<file path="src/rtl/clk_rst_pkg.sv">
// Shared definitions for the clock-enable / reset generator.
// Holds the sequencer state encoding and the default parameter values.
package clk_rst_pkg;

  localparam int unsigned N_CH_DEF      = 4;
  localparam int unsigned DIV_W_DEF     = 16;
  localparam int unsigned STRETCH_W_DEF = 4;
  localparam int unsigned LOCK_FILT_DEF = 8;
  localparam int unsigned LOST_W        = 8;

  typedef enum logic [1:0] {
    HOLD      = 2'd0,
    WAIT_LOCK = 2'd1,
    STRETCH   = 2'd2,
    RUN       = 2'd3
  } state_e;

endpackage

</file>
<file path="src/rtl/clk_rst_gen_ce_div.sv">
// One clock-enable channel: free-running counter, shadow divider and active
// divider. The shadow only reaches the active divider at a wrap (or at any
// time outside RUN), so a period is never cut short by a reload.
// Ports:
//   clk, rst   clock and synchronous active-low reset
//   run        sequencer is in RUN this cycle
//   run_nxt    sequencer will be in RUN next cycle
//   wr_en      write wr_div into the shadow register
//   wr_div     new divide value
//   ce         registered one-cycle enable strobe
module ce_div
  import clk_rst_pkg::*;
#(
  parameter int unsigned DIV_W = DIV_W_DEF
) (
  input  logic             clk,
  input  logic             rst,
  input  logic             run,
  input  logic             run_nxt,
  input  logic             wr_en,
  input  logic [DIV_W-1:0] wr_div,
  output logic             ce
);

  logic [DIV_W-1:0] cnt_q, cnt_d;
  logic [DIV_W-1:0] shd_q, shd_d;
  logic [DIV_W-1:0] act_q, act_d;
  logic             ce_q, ce_d;
  logic             wrap;

  // Next counter/divider values; ce is precomputed for the coming cycle
  always_comb begin
    shd_d = wr_en ? wr_div : shd_q;
    wrap  = (cnt_q == act_q);
    cnt_d = (run && run_nxt && !wrap) ? cnt_q + DIV_W'(1) : '0;
    if (!run) begin
      act_d = shd_d;
    end else if (wrap) begin
      // Old shadow: a write landing on the wrap cycle waits for the next wrap
      act_d = shd_q;
    end else begin
      act_d = act_q;
    end
    ce_d = run_nxt && (cnt_d == act_d);
  end

  always_ff @(posedge clk) begin
    if (!rst) begin
      cnt_q <= '0;
      shd_q <= '0;
      act_q <= '0;
      ce_q  <= 1'b0;
    end else begin
      cnt_q <= cnt_d;
      shd_q <= shd_d;
      act_q <= act_d;
      ce_q  <= ce_d;
    end
  end

  assign ce = ce_q;

endmodule

</file>
<file path="src/rtl/clk_rst_gen.sv">
// Reset sequencer and clock-enable generator. Filters pll_lock, stretches the
// system reset after lock, and drives N_CH programmable enable strobes in RUN.
// Ports:
//   clk, rst        clock and synchronous active-low reset
//   pll_lock        raw lock indication (clk domain)
//   cfg_valid/ready divider-load handshake; cfg_ch selects channel, cfg_div value
//   sys_rst         active-high stretched system reset
//   ce              per-channel one-cycle enable strobes
//   lock_lost_cnt   saturating count of lock-loss events while in RUN
module clk_rst_gen
  import clk_rst_pkg::*;
#(
  parameter int unsigned N_CH      = N_CH_DEF,
  parameter int unsigned DIV_W     = DIV_W_DEF,
  parameter int unsigned STRETCH_W = STRETCH_W_DEF,
  parameter int unsigned LOCK_FILT = LOCK_FILT_DEF
) (
  input  logic              clk,
  input  logic              rst,
  input  logic              pll_lock,
  input  logic              cfg_valid,
  output logic              cfg_ready,
  input  logic [2:0]        cfg_ch,
  input  logic [DIV_W-1:0]  cfg_div,
  output logic              sys_rst,
  output logic [N_CH-1:0]   ce,
  output logic [LOST_W-1:0] lock_lost_cnt
);

  localparam int unsigned LF_W = (LOCK_FILT > 1) ? $clog2(LOCK_FILT) : 1;

  state_e              state_q, state_d;
  logic [LF_W-1:0]     lock_cnt_q, lock_cnt_d;
  logic [STRETCH_W-1:0] str_cnt_q, str_cnt_d;
  logic [LOST_W-1:0]   lost_q, lost_d;
  logic                sys_rst_q, sys_rst_d;
  logic                cfg_ready_q, cfg_ready_d;
  logic                in_run, run_nxt, cfg_fire;

  // Sequencer next state; counters clear whenever their state is left
  always_comb begin
    state_d    = state_q;
    lock_cnt_d = '0;
    str_cnt_d  = '0;
    lost_d     = lost_q;
    case (state_q)
      HOLD: state_d = WAIT_LOCK;
      WAIT_LOCK: begin
        if (pll_lock) begin
          if (lock_cnt_q == LF_W'(LOCK_FILT - 1)) begin
            state_d = STRETCH;
          end else begin
            lock_cnt_d = lock_cnt_q + LF_W'(1);
          end
        end
      end
      STRETCH: begin
        if (!pll_lock) begin
          state_d = WAIT_LOCK;
        end else if (str_cnt_q == '1) begin
          state_d = RUN;
        end else begin
          str_cnt_d = str_cnt_q + STRETCH_W'(1);
        end
      end
      RUN: begin
        if (!pll_lock) begin
          state_d = WAIT_LOCK;
          if (lost_q != '1) begin
            lost_d = lost_q + LOST_W'(1);
          end
        end
      end
      default: state_d = HOLD;
    endcase
    sys_rst_d   = (state_d != RUN);
    cfg_ready_d = (state_d != HOLD);
  end

  always_ff @(posedge clk) begin
    if (!rst) begin
      state_q     <= HOLD;
      lock_cnt_q  <= '0;
      str_cnt_q   <= '0;
      lost_q      <= '0;
      sys_rst_q   <= 1'b1;
      cfg_ready_q <= 1'b0;
    end else begin
      state_q     <= state_d;
      lock_cnt_q  <= lock_cnt_d;
      str_cnt_q   <= str_cnt_d;
      lost_q      <= lost_d;
      sys_rst_q   <= sys_rst_d;
      cfg_ready_q <= cfg_ready_d;
    end
  end

  assign in_run        = (state_q == RUN);
  assign run_nxt       = (state_d == RUN);
  assign cfg_fire      = cfg_valid && cfg_ready_q;
  assign sys_rst       = sys_rst_q;
  assign cfg_ready     = cfg_ready_q;
  assign lock_lost_cnt = lost_q;

  // Out-of-range channel indices match no instance and are dropped
  for (genvar i = 0; i < N_CH; i++) begin : g_ch
    ce_div #(
      .DIV_W (DIV_W)
    ) u_ce_div (
      .clk     (clk),
      .rst     (rst),
      .run     (in_run),
      .run_nxt (run_nxt),
      .wr_en   (cfg_fire && (cfg_ch == 3'(i))),
      .wr_div  (cfg_div),
      .ce      (ce[i])
    );
  end

endmodule

</file>
<file path="config.mk">
export PLATFORM = sky130hd
export DESIGN_NAME = clk_rst_gen
export DESIGN_NICKNAME = d
export VERILOG_FILES = /design/src/rtl/clk_rst_pkg.sv /design/src/rtl/clk_rst_gen_ce_div.sv /design/src/rtl/clk_rst_gen.sv
export SDC_FILE = /design/constraint.sdc
export NUM_CORES = 1
export LEC_CHECK = 0
export CORE_MARGIN = 4
export CORE_UTILIZATION = 60
export DETAILED_ROUTE_END_ITERATION = 8
export HOLD_SLACK_MARGIN = 0.06
export MAX_ROUTING_LAYER = met4
export PLACE_DENSITY_LB_ADDON = 0.15
export SKIP_CTS_REPAIR_TIMING = 1
export SLEW_MARGIN = 20
export SYNTH_ARGS = -nofsm -noshare
export SYNTH_HDL_FRONTEND = slang
export SYNTH_SLANG_ARGS = --single-unit
</file>
<file path="constraint.sdc">
create_clock -name clk -period 7.2 [get_ports clk]
set_clock_uncertainty 0.1 [all_clocks]
set_input_delay 0.72 -clock clk [delete_from_list [all_inputs] [get_ports clk]]
set_output_delay 0.72 -clock clk [all_outputs]
set_load 0.005 [all_outputs]
</file>
==> flow_summary.ini, run 1 <==
[cells_and_area]
most_common_library_cell_in_the_layout_ignoring_fill_and_taps = dfxtp_1
nets_final = 1375
sequential_cell_area_mm2 = 0.00430
final-instance-count-excl-fill = 1588
area_delta_synth_final_pct = 10.0
multi_input_area_mm2 = 0.00641
fillers = 1546
drive_above_1_share_pct = 5.45
layout.cells.most_common_list = dfxtp_1, nor2_1, nand2_1

[setup_path]
endpoint_kind = flip-flop
critical-path-slowest-cell = nor2_2
timing.reg2reg.setup_slack_ps = 3080
required_time_worst_endpoint_ps = 7520
crit_path_max_incr_delay_ps = 830
worst-path-max-fanout = 20
crit_path_cell_trace = clkdlybuf4s50_1, nand4b_1, nor2_2, nand2_1, o21ai_1, nor2_1, nor3_1, nor3b_1, o21ai_0, a2111oi_2
ff2ff_path_depth = 9
regToRegEndpoint = g_ch[1].u_ce_div.ce
rr_startpoint = cfg_ready
worst-endpoint-arrival_ps = 4770
setup.worst_path.start_class = input pin
crit_type = in -> reg

[synth]
yosys_warnings = 0
largest_family_of_logic_cells_by_synthesized_area = simple AND/OR/NAND/NOR gates
synth-compound-area-share_pct = 17.5
synth-simple-area-share_pct = 25.3
adder_cell_fraction_of_synth_area_pct = 0.896
post_synth_xor_area_fraction_pct = 12.0
synth-edff-count = 0
post_synth_mux_area_share_pct = 1.63
dominantRegCellSynth = dfxtp_1
post_synth_num_cell_types = 79
postSynth.asyncResetShare_pct = 0
avgSynthCellArea_um2 = 8.20
netlist_instances = 1362
synth-seq-area-share_pct = 38.5
ys_seq_elements = 215
syn_nets = 1393
syn_area_mm2 = 0.0112

[clocking]
cts_tree = built
worst_skew_pair.late_latency_ps = 520
worst_setup_hold_path_clk_slew_ps = 60
numCtsBuffers = 24
max-clock-path-buffers = 3
clkSinkCount = 215
cts.htree.levels = 1
clockRootBuffer = clkbuf_16

[min_path]
worstHoldPathCells = 1
worst_hold_path_type = reg -> reg
startpoint_of_the_lowest_slack_hold_path = lock_cnt_q[0]
hold_end = lock_cnt_q[0]

[routing]
avgRoutedWirePerCell_um = 19.5
dr.pass1.iters = 6
detail_route.wirelength_mm = 31.0
ant_nets = 0
vias = 9967
drt_first_iter_violations = 1036
detail_route.vias_per_cell = 6.28
remaining_drc_errors = 0

[pwr]
comb_power_share_pct = 6.0
power.share.switching_pct = 23.6
power.leakage_nw = 4.45
seqPwrFrac_pct = 46.7
fin_total_pwr_mw = 2.59
cellInternalPower_mw = 1.98
power.density_mw_per_mm2 = 211
total_switching_power_mw = 0.612
maximum_ir_drop_on_the_vdd_rail_uv = 167
clock_power_share_pct = 47.3

[timing]
fin_crit_sh_pct = 61.9
rsz0062_at_grt = no
final.hold.worst_slack_ps = 329
min_period_ps = 4450
timing_hold_violations_final = 0
fmaxAchievable_mhz = 225
max_slew.worst_pin.slew_ps = 1130
final.setup.tns_ps = 0
setup-violations-final = 0
maxSlewHeadroom_pct = 23.9
timing_max_transition_violations_final = 0

[global_route]
grt_pass1_vias = 9298
grt_util_met3_pct = 4.23
grt_use_total_pct = 30.4
pin_count_of_the_biggest_net_entering_global_routing = 90
grt-busiest-layer = met2
gr-usage-met1_pct = 41.6
global_route.usage.met2_pct = 46.0
grt_first_pass_wirelength_mm = 49.4
grt_antenna_before_repair = 1
globalRoute.totalOverflow = 0

[floorplan]
coreArea_mm2 = 0.0181
die_h_um = 144
floorplan.initialDensity_pct = 61.6
die-area_mm2 = 0.0209
top_level_ports = 37
chipWidth_um = 144
placementRows = 49

[placed_design]
post-dp-hpwl_mm = 21.2
placement.io_buffers = 36
place.gp.congestion = 0.933
placedCellCount = 1547

[flow_run]
max_capacitance_violation_count = 0

[run_status]
status = finished clean
[registers in the layout (all words and copies together) (netlist names)]
signal / count
cfg_ready: 1
g_ch.u_ce_div.act_q: 64
g_ch.u_ce_div.ce: 4
g_ch.u_ce_div.cnt_q: 64
g_ch.u_ce_div.shd_q: 64
lock_cnt_q: 3
lock_lost_cnt: 8
state_q: 2
str_cnt_q: 4
sys_rst: 1
[cells in the mapped netlist, types with 16 or more instances]
master | instances | area, µm²
o21ai_0 | 25 | 125
or3_1 | 18 | 113
clkbuf_1 | 60 | 225
inv_1 | 20 | 75.1
nor3_1 | 33 | 165
nand2_1 | 158 | 593
nand3_1 | 37 | 185
nor2_1 | 179 | 672
xnor2_1 | 65 | 569
xor2_1 | 88 | 771
and2_1 | 36 | 225
nand4_1 | 25 | 156
mux2i_1 | 16 | 160
o32a_1 | 33 | 330
a21oi_1 | 84 | 420
nor4_1 | 20 | 125
dfxtp_1 | 215 | 4300
and3_1 | 24 | 150
o21a_1 | 18 | 135
[area by class of cell]
class	count	share of cell area, %
Sequential cell	215	35.0
Clock buffer	29	5.37
Timing Repair Buffer	44	3.42
Multi-Input combinational cell	1038	52.2
Clock inverter	11	1.05
Inverter	21	0.651
Tap cell	229	2.33
Antenna cell	1	0.0204
[per-stage QoR]
step                      utilization, %  setup slack, ps  instance area, µm²
after floorplan                        -             4130               11200
after global placement              63.4             2480               11500
after detailed placement            63.4             2330               11500
after CTS                           67.7             2860               12300
after global routing                67.8             2400               12300
final                               67.8             2750               12300
[cell families after synthesis]
logic type	Yosys count
and+or+nand+nor	584
xor gates and xnor gates	153
AOI/OAI and AO/OA	275
buffers and inverters	109
adders and majority gates	8
muxes	18
DFF	215
[metal layers]
layer  up-vias  routed length, µm
met1      4709              13800
met5         -                  0
met4         0               1070
met3        86               2430
li1       4785                  -
met2       387              13700
[critical path, delay by kind of cell]
family | cells | cell delay, ps
and+or+nand+nor | 6 | 2260
AOI/OAI and AO/OA | 3 | 1210
buffers and inverters | 1 | 560
[worst max-delay path by stage]
stage,from,to,slack [ps],depth (start not counted)
after floorplan,cfg_ch[2],g_ch[1].u_ce_div.ce,4130,8
after global placement,cfg_valid,g_ch[1].u_ce_div.ce,2480,10
after detailed placement,cfg_valid,g_ch[1].u_ce_div.ce,2330,10
after CTS,cfg_valid,g_ch[1].u_ce_div.ce,2860,10
after global routing,cfg_valid,g_ch[1].u_ce_div.ce,2400,10
final,cfg_valid,g_ch[1].u_ce_div.ce,2750,10
[power by group through the flow]
stage | sequential, mW | combinational (mW) | clock, mW
4_1_cts | 1.21 | 0.151 | 1.24
2_1_floorplan | 1.23 | 0.107 | 0
3_5_place_dp | 1.24 | 0.150 | 0
3_3_place_gp | 1.24 | 0.149 | 0
5_1_grt | 1.21 | 0.165 | 1.29
6_report | 1.21 | 0.155 | 1.22
(Power assumes the default switching activity.)
==> run 2, diff against run 1 <==
--- a/config.mk
+++ b/config.mk
@@ -6,7 +6,7 @@
 export NUM_CORES = 1
 export LEC_CHECK = 0
 export CORE_MARGIN = 4
-export CORE_UTILIZATION = 60
+export CORE_UTILIZATION = 56
 export DETAILED_ROUTE_END_ITERATION = 8
 export HOLD_SLACK_MARGIN = 0.06
 export MAX_ROUTING_LAYER = met4
==> constraint.sdc (replaced) <==
create_clock -name clk -period 3.6 [get_ports clk]
set_clock_uncertainty 0.1 [all_clocks]
set_input_delay 0.36 -clock clk [delete_from_list [all_inputs] [get_ports clk]]
set_output_delay 0.36 -clock clk [all_outputs]
set_load 0.005 [all_outputs]
==> run 2 against run 1 <==
  * Power is 99% higher
  * Register-to-register slack worse by 2700 ps
  * First-iteration DRC count down 17%
  * Non-clock buffer count up 34
  * Global-route usage is 1.8 points lower
  * Critical path depth fell by 1
  * Critical path type is now reg -> reg
==> flow_summary.ini, run 2 (synthesis results as in run 1) <==
[clocking]
cts_tree = built
numCtsBuffers = 24
clockRootBuffer = clkbuf_16
max-clock-path-buffers = 3
clkSinkCount = 215
worst_skew_pair.late_latency_ps = 520
worst_setup_hold_path_clk_slew_ps = 60
cts.htree.levels = 1

[routing]
avgRoutedWirePerCell_um = 18.9
remaining_drc_errors = 0
drt_first_iter_violations = 855
vias = 10000
detail_route.wirelength_mm = 31.3
dr.pass1.iters = 5
detail_route.vias_per_cell = 6.04
ant_nets = 0

[setup_path]
setup.worst_path.start_class = flip-flop
timing.critical_path.max_delay_family = simple AND/OR/NAND/NOR gates
regToRegEndpoint = g_ch[1].u_ce_div.ce
crit_path_max_incr_delay_ps = 440
buffers_and_inverters_on_the_worst_path = 0
worst-endpoint-arrival_ps = 3570
endpoint_kind = flip-flop
ff2ff_path_depth = 9
required_time_worst_endpoint_ps = 3930
critical-path-slowest-cell = nand4_1
crit_path_cell_trace = xor2_1, nor4_1, nand4_1, a32o_1, or2_1, or3_1, a32oi_1, o311ai_1, a2111oi_2
rr_startpoint = g_ch[1].u_ce_div.cnt_q[9]
cp-startpoint = g_ch[1].u_ce_div.cnt_q[9]
crit_end = g_ch[1].u_ce_div.ce
worst-path-max-fanout = 7
crit_cells = 9
timing.reg2reg.setup_slack_ps = 360
crit_type = reg -> reg

[global_route]
grt_first_pass_wirelength_mm = 50.1
grt_use_total_pct = 28.6
grt_pass1_vias = 9367
grt_antenna_before_repair = 0
globalRoute.totalOverflow = 0
pin_count_of_the_biggest_net_entering_global_routing = 63

[placed_design]
place.gp.congestion = 0.920
post-dp-hpwl_mm = 22.4
post_place_instance_area_mm2 = 0.0118
placedCellCount = 1617
placement.io_buffers = 36
preCtsSetupSlack_ps = 358

[timing]
timing_max_transition_violations_final = 0
rsz0062_at_grt = no
max_slew.worst_pin.slew_ps = 906
final.setup.tns_ps = 0
setup-violations-final = 0
fmaxAchievable_mhz = 309
maxSlewHeadroom_pct = 39.1
timing_hold_violations_final = 0
fin_crit_sh_pct = 90.0
setup_slack_ps = 361
min_period_ps = 3240

[pwr]
power.density_mw_per_mm2 = 408
maximum_ir_drop_on_the_vdd_rail_uv = 370
power.leakage_nw = 4.62

[run_status]
status = finished clean

[cells_and_area]
design_area_mm2 = 0.0126
layout.cells.most_common_list = dfxtp_1, nor2_1, nand2_1
multi_input_area_mm2 = 0.00641
area_delta_synth_final_pct = 12.6
biggestRegsByFlops = g_ch.u_ce_div.act_q: 64 flops, g_ch.u_ce_div.cnt_q: 64 flops, g_ch.u_ce_div.shd_q: 64 flops
drive_above_1_share_pct = 7.67
fillers = 1730
antennaDiodeCount = 0
final-instance-count-excl-fill = 1660
post-route-util_pct = 64.5
nets_final = 1409
most_common_library_cell_in_the_layout_ignoring_fill_and_taps = dfxtp_1
sequential_cell_area_mm2 = 0.00430

[floorplan]
die-area_mm2 = 0.0223
top_level_ports = 37
coreArea_mm2 = 0.0195
die_h_um = 149
floorplan.initialDensity_pct = 57.2
chipWidth_um = 149
placementRows = 51

[min_path]
worst_hold_path_type = reg -> reg

[flow_run]
max_capacitance_violation_count = 0
[run 2: cell types whose count changed in the layout (fill, tap and decap cells not counted), sizes merged]
cell / change
clkinvlp: -2
diode: -1
buf: +34
clkbuf: +8
bufinv: -2
clkinv: -1
[run 2: area by class of cell]
type                            count  area share [%]
Clock buffer                       37            5.89
Inverter                           21           0.636
Multi-Input combinational cell   1038            50.9
Tap cell                          265            2.63
Sequential cell                   215            34.2
Timing Repair Buffer               78            5.47
Clock inverter                      6           0.239
[run 2: metrics by stage]
step	total power, mW	hold WS, ps
2_1_floorplan	2.68	307
3_3_place_gp	2.79	327
3_5_place_dp	2.80	331
4_1_cts	5.17	339
5_1_grt	5.29	356
6_report	5.14	332
[run 2: worst min path at each step]
stage | start | to | slack [ps] | cells after the start
5_1_grt | lock_cnt_q[0] | lock_cnt_q[0] | 360 | 1
3_5_place_dp | lock_cnt_q[0] | lock_cnt_q[0] | 330 | 1
6_report | lock_cnt_q[0] | lock_cnt_q[0] | 330 | 1
2_1_floorplan | lock_cnt_q[0] | lock_cnt_q[0] | 310 | 1
3_3_place_gp | lock_cnt_q[0] | lock_cnt_q[0] | 330 | 1
4_1_cts | lock_cnt_q[0] | lock_cnt_q[0] | 340 | 1
[run 2: report_power, final]
group,switching (mW),internal [mW]
sequential,0.0177,2.40
clock,0.978,1.41
combinational,0.215,0.120
[run 2: metal layers]
metal  wire length, µm  track usage (%)  vias to the layer above
li1                  -                -                     4849
met1             14200             39.5                     4768
met2             14200             44.3                      352
met3              2120             3.86                       62
met4               812             7.73                        0
met5                 0                -                        -
[run 2: worst register-to-register path, stage by stage, from the launching register on]
cell and delay [ps]:
dfxtp_1 350, xor2_1 170, nor4_1 430, nand4_1 440, a32o_1 420, or2_1 250
or3_1 350, a32oi_1 230, o311ai_1 180, a2111oi_2 210
==> run 3, diff against run 2 <==
--- a/config.mk
+++ b/config.mk
@@ -9,7 +9,6 @@
 export CORE_UTILIZATION = 56
 export DETAILED_ROUTE_END_ITERATION = 8
 export HOLD_SLACK_MARGIN = 0.06
-export MAX_ROUTING_LAYER = met4
 export PLACE_DENSITY_LB_ADDON = 0.15
 export SKIP_CTS_REPAIR_TIMING = 1
 export SLEW_MARGIN = 20
==> run 3 against run 2 <==
  * Design area grew 0.48%
  * Combinational power shrank 3%
  * Critical path depth is the same
  * Largest power group is now clock
==> flow_summary.ini, run 3 (synthesis results as in run 1) <==
[floorplan]
placementRows = 51
coreArea_mm2 = 0.0195
die-area_mm2 = 0.0223
floorplan.initialDensity_pct = 57.2
chipWidth_um = 149
top_level_ports = 37
die_h_um = 149

[placed_design]
preCtsSetupSlack_ps = 328
post_place_instance_area_mm2 = 0.0118
placement.io_buffers = 36
placedCellCount = 1619
post-dp-hpwl_mm = 22.5
place.gp.congestion = 0.901

[cells_and_area]
drive_above_1_share_pct = 7.87
biggestRegsByFlops = g_ch.u_ce_div.act_q: 64 flops, g_ch.u_ce_div.cnt_q: 64 flops, g_ch.u_ce_div.shd_q: 64 flops
layout.cells.most_common_list = dfxtp_1, nor2_1, nand2_1
area_delta_synth_final_pct = 13.2
design_area_mm2 = 0.0126
nets_final = 1411
final-instance-count-excl-fill = 1662
most_common_library_cell_in_the_layout_ignoring_fill_and_taps = dfxtp_1
post-route-util_pct = 64.8
antennaDiodeCount = 0

[timing]
final.hold.worst_slack_ps = 340
fmaxAchievable_mhz = 305
final.setup.tns_ps = 0
setup-violations-final = 0
timing_max_transition_violations_final = 0
fin_crit_sh_pct = 91.0
rsz0062_at_grt = no
maxSlewHeadroom_pct = 37.6
max_slew.worst_pin.slew_ps = 929
setup_slack_ps = 324
min_period_ps = 3280
timing_hold_violations_final = 0

[clocking]
worst_setup_hold_path_clk_slew_ps = 60
clockRootBuffer = clkbuf_16
clkSinkCount = 215
cts_tree = built
cts.htree.levels = 1
max-clock-path-buffers = 3
worst_skew_pair.late_latency_ps = 520
numCtsBuffers = 24

[global_route]
grt_pass1_vias = 9312
grt_antenna_before_repair = 0
pin_count_of_the_biggest_net_entering_global_routing = 69
grt_use_total_pct = 27.8
globalRoute.totalOverflow = 0
grt_first_pass_wirelength_mm = 50.2

[setup_path]
worst-endpoint-arrival_ps = 3630
crit_type = reg -> reg
setup.worst_path.start_class = flip-flop
required_time_worst_endpoint_ps = 3960
worst-path-max-fanout = 10
endpoint_kind = flip-flop

[routing]
drt_first_iter_violations = 793
ant_nets = 0
avgRoutedWirePerCell_um = 18.8
detail_route.wirelength_mm = 31.2
remaining_drc_errors = 0
dr.pass1.iters = 5
detail_route.vias_per_cell = 5.99
vias = 9950

[pwr]
power.density_mw_per_mm2 = 420
power.leakage_nw = 4.65
fin_total_pwr_mw = 5.31
maximum_ir_drop_on_the_vdd_rail_uv = 370

[run_status]
status = finished clean

[flow_run]
max_capacitance_violation_count = 0

[min_path]
worst_hold_path_type = reg -> reg
-- run 3: report_power, final --
part           total (mW)  leakage (nW)  internal [mW]  switching [mW]
registers            2.42          1.73           2.40          0.0180
clock network        2.57         0.414           1.58           0.989
logic               0.326          2.50          0.117           0.209
total                5.31          4.65           4.10            1.22
-- run 3: critical path: stages (launching register included) --
cell,delay [ps]
dfxtp_1,360
xor2_1,180
nor4_1,470
and4_1,540
a2bb2oi_1,370
a21boi_0,150
nor4b_1,410
a211oi_1,140
nor4_1,290
o2111a_1,210
-- run 3: routing by layer --
layer	track usage (%)	share of wire, %	wire length (µm)	vias up
li1	-	-	-	4850
met1	39.3	45	14000	4662
met2	43.1	45	13900	367
met3	5.44	7.5	2360	71
met4	8.83	3.1	982	0
met5	0	0	0	-
-- run 3: layout make-up --
class / count / area [µm²]
fill: 1735 / 6880
multi-input combinational: 1038 / 6410
sequential: 215 / 4300
clock buffer: 33 / 706
timing repair buffer: 80 / 691
tap: 265 / 332
clock inverter: 10 / 128
inverter: 21 / 80.1
-- run 3: worst paths after layout --
kind / from / endpoint / slack, ps / cells past startpoint
max: g_ch[0].u_ce_div.cnt_q[11] / g_ch[0].u_ce_div.ce / 320 / 9
max reg2reg: g_ch[0].u_ce_div.cnt_q[11] / g_ch[0].u_ce_div.ce / 320 / 9
min: lock_cnt_q[0] / lock_cnt_q[0] / 340 / 1
min reg2reg: lock_cnt_q[0] / lock_cnt_q[0] / 340 / 1
